### src/rtl/mac_share_arbiter.sv
// Round-robin scheduler sharing one signed Booth multiplier among NREQ requesters, each with a private accumulator.
// Optional feature macro: SATURATE_EN (saturating accumulation plus sticky sat_flag per slot).
module mac_share_arbiter #(
  parameter int NREQ = 4,
  parameter int DW   = 8,
  parameter int AW   = 16
) (
  input  logic                    clk,
  input  logic                    reset_n,
  input  logic [NREQ-1:0]         req,
  input  logic [NREQ*DW-1:0]      req_mc,
  input  logic [NREQ*DW-1:0]      req_mp,
  input  logic [NREQ-1:0]         acc_clr,
  output logic [NREQ-1:0]         gnt,
  output logic                    done,
  output logic [$clog2(NREQ)-1:0] done_id,
  output logic [AW-1:0]           result,
  output logic [NREQ*AW-1:0]      acc_out,
`ifdef SATURATE_EN
  output logic [NREQ-1:0]         sat_flag,
`endif
  output logic                    sched_busy,
  output logic                    mac_start,
  output logic [DW-1:0]           mac_mc,
  output logic [DW-1:0]           mac_mp,
  input  logic                    mac_busy,
  input  logic [AW-1:0]           mac_prod
);
  localparam int IDW = $clog2(NREQ);

  typedef enum logic [1:0] {S_IDLE, S_LAUNCH, S_WAIT, S_DONE} state_t;

  state_t         state;
  logic [IDW-1:0] rr_ptr;
  logic [IDW-1:0] id_reg;
  logic [IDW-1:0] pick_id;
  logic           pick_found;
  logic           first_wait;
  logic [DW-1:0]  mc_hold;
  logic [DW-1:0]  mp_hold;
  logic [DW-1:0]  mc_slot [NREQ];
  logic [DW-1:0]  mp_slot [NREQ];

  genvar gi;

  generate
    for (gi = 0; gi < NREQ; gi++) begin : g_unpack
      assign mc_slot[gi] = req_mc[gi*DW +: DW];
      assign mp_slot[gi] = req_mp[gi*DW +: DW];
    end
  endgenerate

  // Scan downward from the farthest offset so the closest request to rr_ptr wins.
  always_comb begin
    pick_found = 1'b0;
    pick_id    = '0;
    for (int k = NREQ - 1; k >= 0; k--) begin
      if (req[rr_ptr + IDW'(k)]) begin
        pick_found = 1'b1;
        pick_id    = rr_ptr + IDW'(k);
      end
    end
  end

  always_ff @(posedge clk or negedge reset_n) begin
    if (!reset_n) begin
      state      <= S_IDLE;
      rr_ptr     <= '0;
      id_reg     <= '0;
      first_wait <= 1'b0;
      gnt        <= '0;
      mac_start  <= 1'b0;
      done       <= 1'b0;
      done_id    <= '0;
      result     <= '0;
      mc_hold    <= '0;
      mp_hold    <= '0;
    end else begin
      gnt       <= '0;
      mac_start <= 1'b0;
      done      <= 1'b0;
      case (state)
        S_IDLE: begin
          if (pick_found) begin
            id_reg    <= pick_id;
            gnt       <= {{(NREQ-1){1'b0}}, 1'b1} << pick_id;
            mac_start <= 1'b1;
            state     <= S_LAUNCH;
          end
        end
        S_LAUNCH: begin
          mc_hold    <= mc_slot[id_reg];
          mp_hold    <= mp_slot[id_reg];
          first_wait <= 1'b1;
          state      <= S_WAIT;
        end
        S_WAIT: begin
          // busy is stale on the first cycle after start, before the multiplier has loaded
          first_wait <= 1'b0;
          if (!first_wait && !mac_busy) begin
            result  <= mac_prod;
            done    <= 1'b1;
            done_id <= id_reg;
            state   <= S_DONE;
          end
        end
        S_DONE: begin
          rr_ptr <= id_reg + IDW'(1);
          state  <= S_IDLE;
        end
        default: state <= S_IDLE;
      endcase
    end
  end

  // Operands pass straight through in the grant cycle so the multiplier loads them on its start edge.
  assign mac_mc     = (state == S_LAUNCH) ? mc_slot[id_reg] : mc_hold;
  assign mac_mp     = (state == S_LAUNCH) ? mp_slot[id_reg] : mp_hold;
  assign sched_busy = (state != S_IDLE);

  generate
    for (gi = 0; gi < NREQ; gi++) begin : g_acc
      logic [AW-1:0] acc_reg;
      logic [AW-1:0] acc_sum;
      logic          owner;

      assign owner = (state == S_DONE) && (id_reg == IDW'(gi));

`ifdef SATURATE_EN
      logic [AW:0] wide;
      logic        ovf;
      logic        flag_reg;

      assign wide    = {acc_reg[AW-1], acc_reg} + {result[AW-1], result};
      assign ovf     = wide[AW] ^ wide[AW-1];
      assign acc_sum = !ovf ? wide[AW-1:0]
                     : (wide[AW] ? {1'b1, {(AW-1){1'b0}}} : {1'b0, {(AW-1){1'b1}}});

      always_ff @(posedge clk or negedge reset_n) begin
        if (!reset_n)
          flag_reg <= 1'b0;
        else if (acc_clr[gi])
          flag_reg <= 1'b0;
        else if (owner && ovf)
          flag_reg <= 1'b1;
      end

      assign sat_flag[gi] = flag_reg;
`else
      assign acc_sum = acc_reg + result;
`endif

      // A clear coinciding with this slot's completion restarts the sum at the new product.
      always_ff @(posedge clk or negedge reset_n) begin
        if (!reset_n)
          acc_reg <= '0;
        else if (acc_clr[gi])
          acc_reg <= owner ? result : '0;
        else if (owner)
          acc_reg <= acc_sum;
      end

      assign acc_out[gi*AW +: AW] = acc_reg;
    end
  endgenerate

endmodule

### config.mk
export PLATFORM = sky130hd
export DESIGN_NAME = mac_share_arbiter
export DESIGN_NICKNAME = d
export VERILOG_FILES = /design/src/rtl/mac_share_arbiter.sv
export SDC_FILE = /design/constraint.sdc
export NUM_CORES = 1
export LEC_CHECK = 0
export BUFFER_PORTS_ARGS = -buffer_cell sky130_fd_sc_hd__buf_2
export CELL_PAD_IN_SITES_DETAIL_PLACEMENT = 0
export CELL_PAD_IN_SITES_GLOBAL_PLACEMENT = 2
export CORE_MARGIN = 3
export CORE_UTILIZATION = 33
export DETAILED_ROUTE_END_ITERATION = 6
export GPL_TIMING_DRIVEN = 0
export HOLD_SLACK_MARGIN = 0.08
export PLACE_DENSITY = 0.85
export SLEW_MARGIN = 15
export SYNTH_ARGS = -nofsm -noshare
export SYNTH_HDL_FRONTEND = slang
export SYNTH_SLANG_ARGS = --single-unit
### constraint.sdc
create_clock -name clk -period 2.8 [get_ports clk]
set_input_delay 0.14 -clock clk [delete_from_list [all_inputs] [get_ports clk]]
set_output_delay 0.14 -clock clk [all_outputs]
set_load 0.03 [all_outputs]
---- After elaboration in Yosys (flattened, before gate mapping) ----
Cells that the tools add are included.
storage, ports and cells
  register bits ........................... 111
  input port bits ......................... 91
  output and inout bits ................... 105
  word-level logic and storage cells ...... 102
operators by class
  add/subtract/negate cells ............... 8
  magnitude comparators ................... 5
  equal/unequal tests ..................... 8
  shift operators ......................... 1
  mux-type cells .......................... 46
  bitwise operators ....................... 1
  reduce and logical (&&, ||, !) cells .... 18
operators by type and width
  cell                   count
  $mux W16               12
  $add A16 B16 Y16       4
  $mux W8                6
  $bmux W8 S2            2
  $lt A2 B3 Y1 const B   4
  $mux W1                12
  $mux W2                6
  $reduce_bool A2 Y1     6
  $bmux W1 S2            4
  $eq A2 B2 Y1 const B   4
  $mux W4                2
  $pmux W2 S4            1
  $reduce_and A2 Y1      3
  $logic_and A1 B1 Y1    5
  $add A2 B1 Y2 const B  2
  $add A2 B2 Y2 const B  2
  $eq A2 B1 Y1 const B   2
  $logic_not A2 Y1       2
  $ne A2 B2 Y1 const B   2
  $shl A1 B2 Y4 const A  1
  $ge A3 B3 Y1 const B   1
  $not A2 Y3             1
  $logic_not A1 Y1       2
  $pmux W1 S2            1

---- Depth between registers and ports, before layout ----
  depth in word-level cells ............... 10
  depth in mapped cells ................... 10
  mapped depth without buffers ............ 9

---- Worst setup path after synthesis ----
No wires, ideal clock.
  kind .................................... register -> register
  start point ............................. register result[1]
  end point ............................... register g_acc[0].acc_reg[15]
  setup time .............................. 0.133 ns
  arrival time ............................ 2.559 ns
  data required time ...................... 2.667 ns
  setup slack ............................. 0.108 ns
  cell stages (with the launch flop) ...... 9
  path buffers ............................ 0
  clock period less this slack ............ 2.692 ns
  path through ............................ dfrtp_1 > ha_1 > a211oi_2 > o21bai_2 > a2111oi_4 > o21ai_2 > a221oi_4 > mux2i_1 > nand4_1
on the way
  longest elaborated chain between the ends .. 3
RTL lines
  element                 line  source
  from (decl)             17    output logic [AW-1:0] result,
  from (signal assigned)  101   result <= mac_prod;
  $add A16 B16 Y16        150   assign acc_sum = acc_reg + result;
  $mux W16                159   else if (owner)
  $mux W16                157   else if (acc_clr[gi])
  to (signal assigned)    158   acc_reg <= owner ? result : '0;
  to (signal assigned)    160   acc_reg <= acc_sum;
  to (decl)               123   logic [AW-1:0] acc_reg;
No other way between the ends. The select of a mux whose other input is x is not followed.
A chain may end at the register's enable or synchronous reset.

---- Worst setup path in the final report ----
  start point ............................. register result[0]
  end point ............................... register g_acc[0].acc_reg[14]
The elaborated chain is that of the path after synthesis.

==> metrics.txt <==
gr ovfl total 0; max FFs per register 64; worst setup margin 0.1299 ns; FMAX 0.3745 GHz; global-route wire length before repair approximately 40000 µm; port bufs 194; Skew-Pair Late Insertion Delay 0.36 ns; netlist area before placement approximately 8000 µm²; Startpoint Class register; core box area 23610 µm²; Critical Path Sink Type register; Num CTS Buffers 9; Worst Path Required 3.05 ns; Buf/Inv on CP 1; Syn Area/Cell ~9.7 µm²; vias per inst 5.276; CTS tree built; endpoints failing setup 0; drt pass-1 iters 5; initial antenna violation count 0; clk buf depth 2; Post-Route Utilization 0.4236; Post-synth EDFFs 0; drt initial violations 343; RSZ-0062 raised after global routing yes; fillers 2392; die footprint 26060 µm²; Detailed Route WL about 26000 µm; status complete, no violations; worst-margin pin slew about 0.7 ns; ant diodes 0; final slew viol count 0; Ys Warns 0; CP Max Fanout 5; asr flop ratio synth 1.000; Seq/Total Area, Yosys 0.3484; Chip Width 161.4 µm; DP Wirelength 18830 µm; Unique masters post-synth 66; delay-heaviest family, CP adder cells; Final #Nets 1216; H-tree level count 3; Slowest cell on crit path dfrtp_2; Worst Clk Skew approximately 0.0086 ns; WL/cell 18.93 µm; Final Cycle Share 0.9536; vias in the first global route 7175; leakage power 4.828 nW; Top FF cell, synth dfrtp_1; Setup TNS Final 0 ns; top-area cell type share of the netlist area 0.3484; Final Power 10.36 mW; worst hold path type primary input to register; Final Cell Area 10000 µm²; Synth top cells by count dfrtp_1 (111), a21oi_1 (74), ha_1 (68); Residual DRC 0; most numerous cell in the Yosys netlist dfrtp_1; CTS sink cnt ~110; total number of vias 7260; Ports 196; syn nets around 980; kind of critical path register to register; Peak VDD IR 0.0006176 V; CP max stage delay 0.46 ns; Max Cap Viol 0; pin count of the biggest net entering global routing between 60 and 70; area grow syn2layout 25.47%; site row count 56; Initial Utilization 0.3376; Hold Vio Cnt, Final 0; WP data arrival 2.92 ns; CTS clk-pin slew, worst paths 0.08 ns; top cells by area, synth dfrtp_1 (35%), ha_1 (11%), mux2_2 (4.9%); storage element area about 2800 µm²; ratio of cells with drive above 1 in the final layout 0.2980; area post-placement 9376 µm²; area of the multi-input gates 5065 µm²; Seq cells post-synth 111; Die Ht about 160 µm; relative slew slack 0.5351; Pwr Density 1035 nW/µm²; critical-path cell list buf_4 -> ha_1 -> fa_1 -> a21oi_1 -> nand3b_1 -> and3_1 -> o21bai_1 -> a31oi_1 -> mux2i_1 -> nand2_1; worst slack at placement -0.4463 ns; crit path time final ~2.7 ns; area leader, netlist dfrtp_1; All-Layer GR Usage 0.1980; Clk Tree Root Cell clkbuf_16; final RePlAce weighted congestion 0.8136; remaining antenna violation count after routing 0; Post-Syn Instances around 800
-- cells by family (layout without fill, tap and decap cells) --
family          count (synthesis)  count (layout)  synth area share
flops                         111             111            0.3484
compound gates                247             247            0.1962
xor+xnor                       41              41           0.04504
simple gates                  215             215            0.1347
fa+ha+maj                      72              72            0.1168
mux                            82              82            0.1336
buf+inv                        53             289           0.02542
-- metrics by stage --
stage                     hold slack (ns)  std cells
after floorplan                   -0.1556        821
after global placement             0.3739       1334
after detailed placement           0.1071       1335
after CTS                          0.1386       1370
after global routing               0.1875       1376
final                              0.1526       1376
-- worst min-delay path, delay by kind of cell --
family / cells / cell delay, ns
and+or+nand+nor: 2 / 0.18
buffers and inverters: 1 / 0.15
-- where the power goes --
part	switching [mW]	internal (mW)	leakage (nW)	total (mW)
registers	0.841	2.13	1.45	2.97
logic	3.64	2.39	3.24	6.03
clock network	0.655	0.694	0.135	1.35
total	5.14	5.22	4.83	10.4
-- final cells by class --
type | instances | share of cell area
multi-input combinational | 657 | 0.5063
tap | 319 | 0.03990
timing repair buffer | 222 | 0.1250
clock inverter | 5 | 0.005879
inverter | 13 | 0.004878
clock buffer | 10 | 0.02289
sequential | 111 | 0.2791
buffer | 39 | 0.01614
-- final timing paths --
| check | slack (ns) | end | from | depth (start not counted) |
|---|---|---|---|---|
| hold / removal | 0.15 | g_acc[2].acc_reg[7] | acc_clr[2] | 3 |
| min in group asynchronous | 0.26 | mp_hold[2] | reset_n | 2 |
| max in group asynchronous | 1.78 | result[6] | reset_n | 3 |
| hold reg to reg | 0.50 | mc_hold[6] | mc_hold[6] | 1 |
| setup / recovery | 0.13 | g_acc[0].acc_reg[14] | result[0] | 10 |
| setup reg to reg | 0.13 | g_acc[0].acc_reg[14] | result[0] | 10 |
-- placed cells by master (no fill, tap or decap), types with 11 or more instances in the layout --
cell type	instances
buf_2	195
dfrtp_1	104
a21oi_1	71
o21ai_0	66
ha_1	66
nand2_1	59
nor2_1	53
mux2_2	35
mux2i_1	31
clkbuf_1	28
xor2_1	21
xnor2_1	20
nor3b_1	18
nand3_1	18
a21o_1	18
dlygate4sd3_1	17
mux4_2	16
nor3_1	13
inv_1	13
a31oi_1	11
-- per-layer routing --
metal	up-vias	GRT usage	wire, µm
met5	-	0	0
met4	0	0.04732	416
met3	26	0.04360	1463
met2	203	0.3375	12560
met1	3494	0.2567	11600
li1	3537	-	-
-- timing repair --
action / 4_1_cts / 5_1_grt
pin swaps: 1 / 12
endpoints found under the hold margin: 60 / 0
setup endpoints to repair: 36 / 31
hold buffers: 17 / 0
gates resized for setup: 11 / 26
setup buffers: 3 / 7
Note: power is estimated with default switching activity, not from simulation.
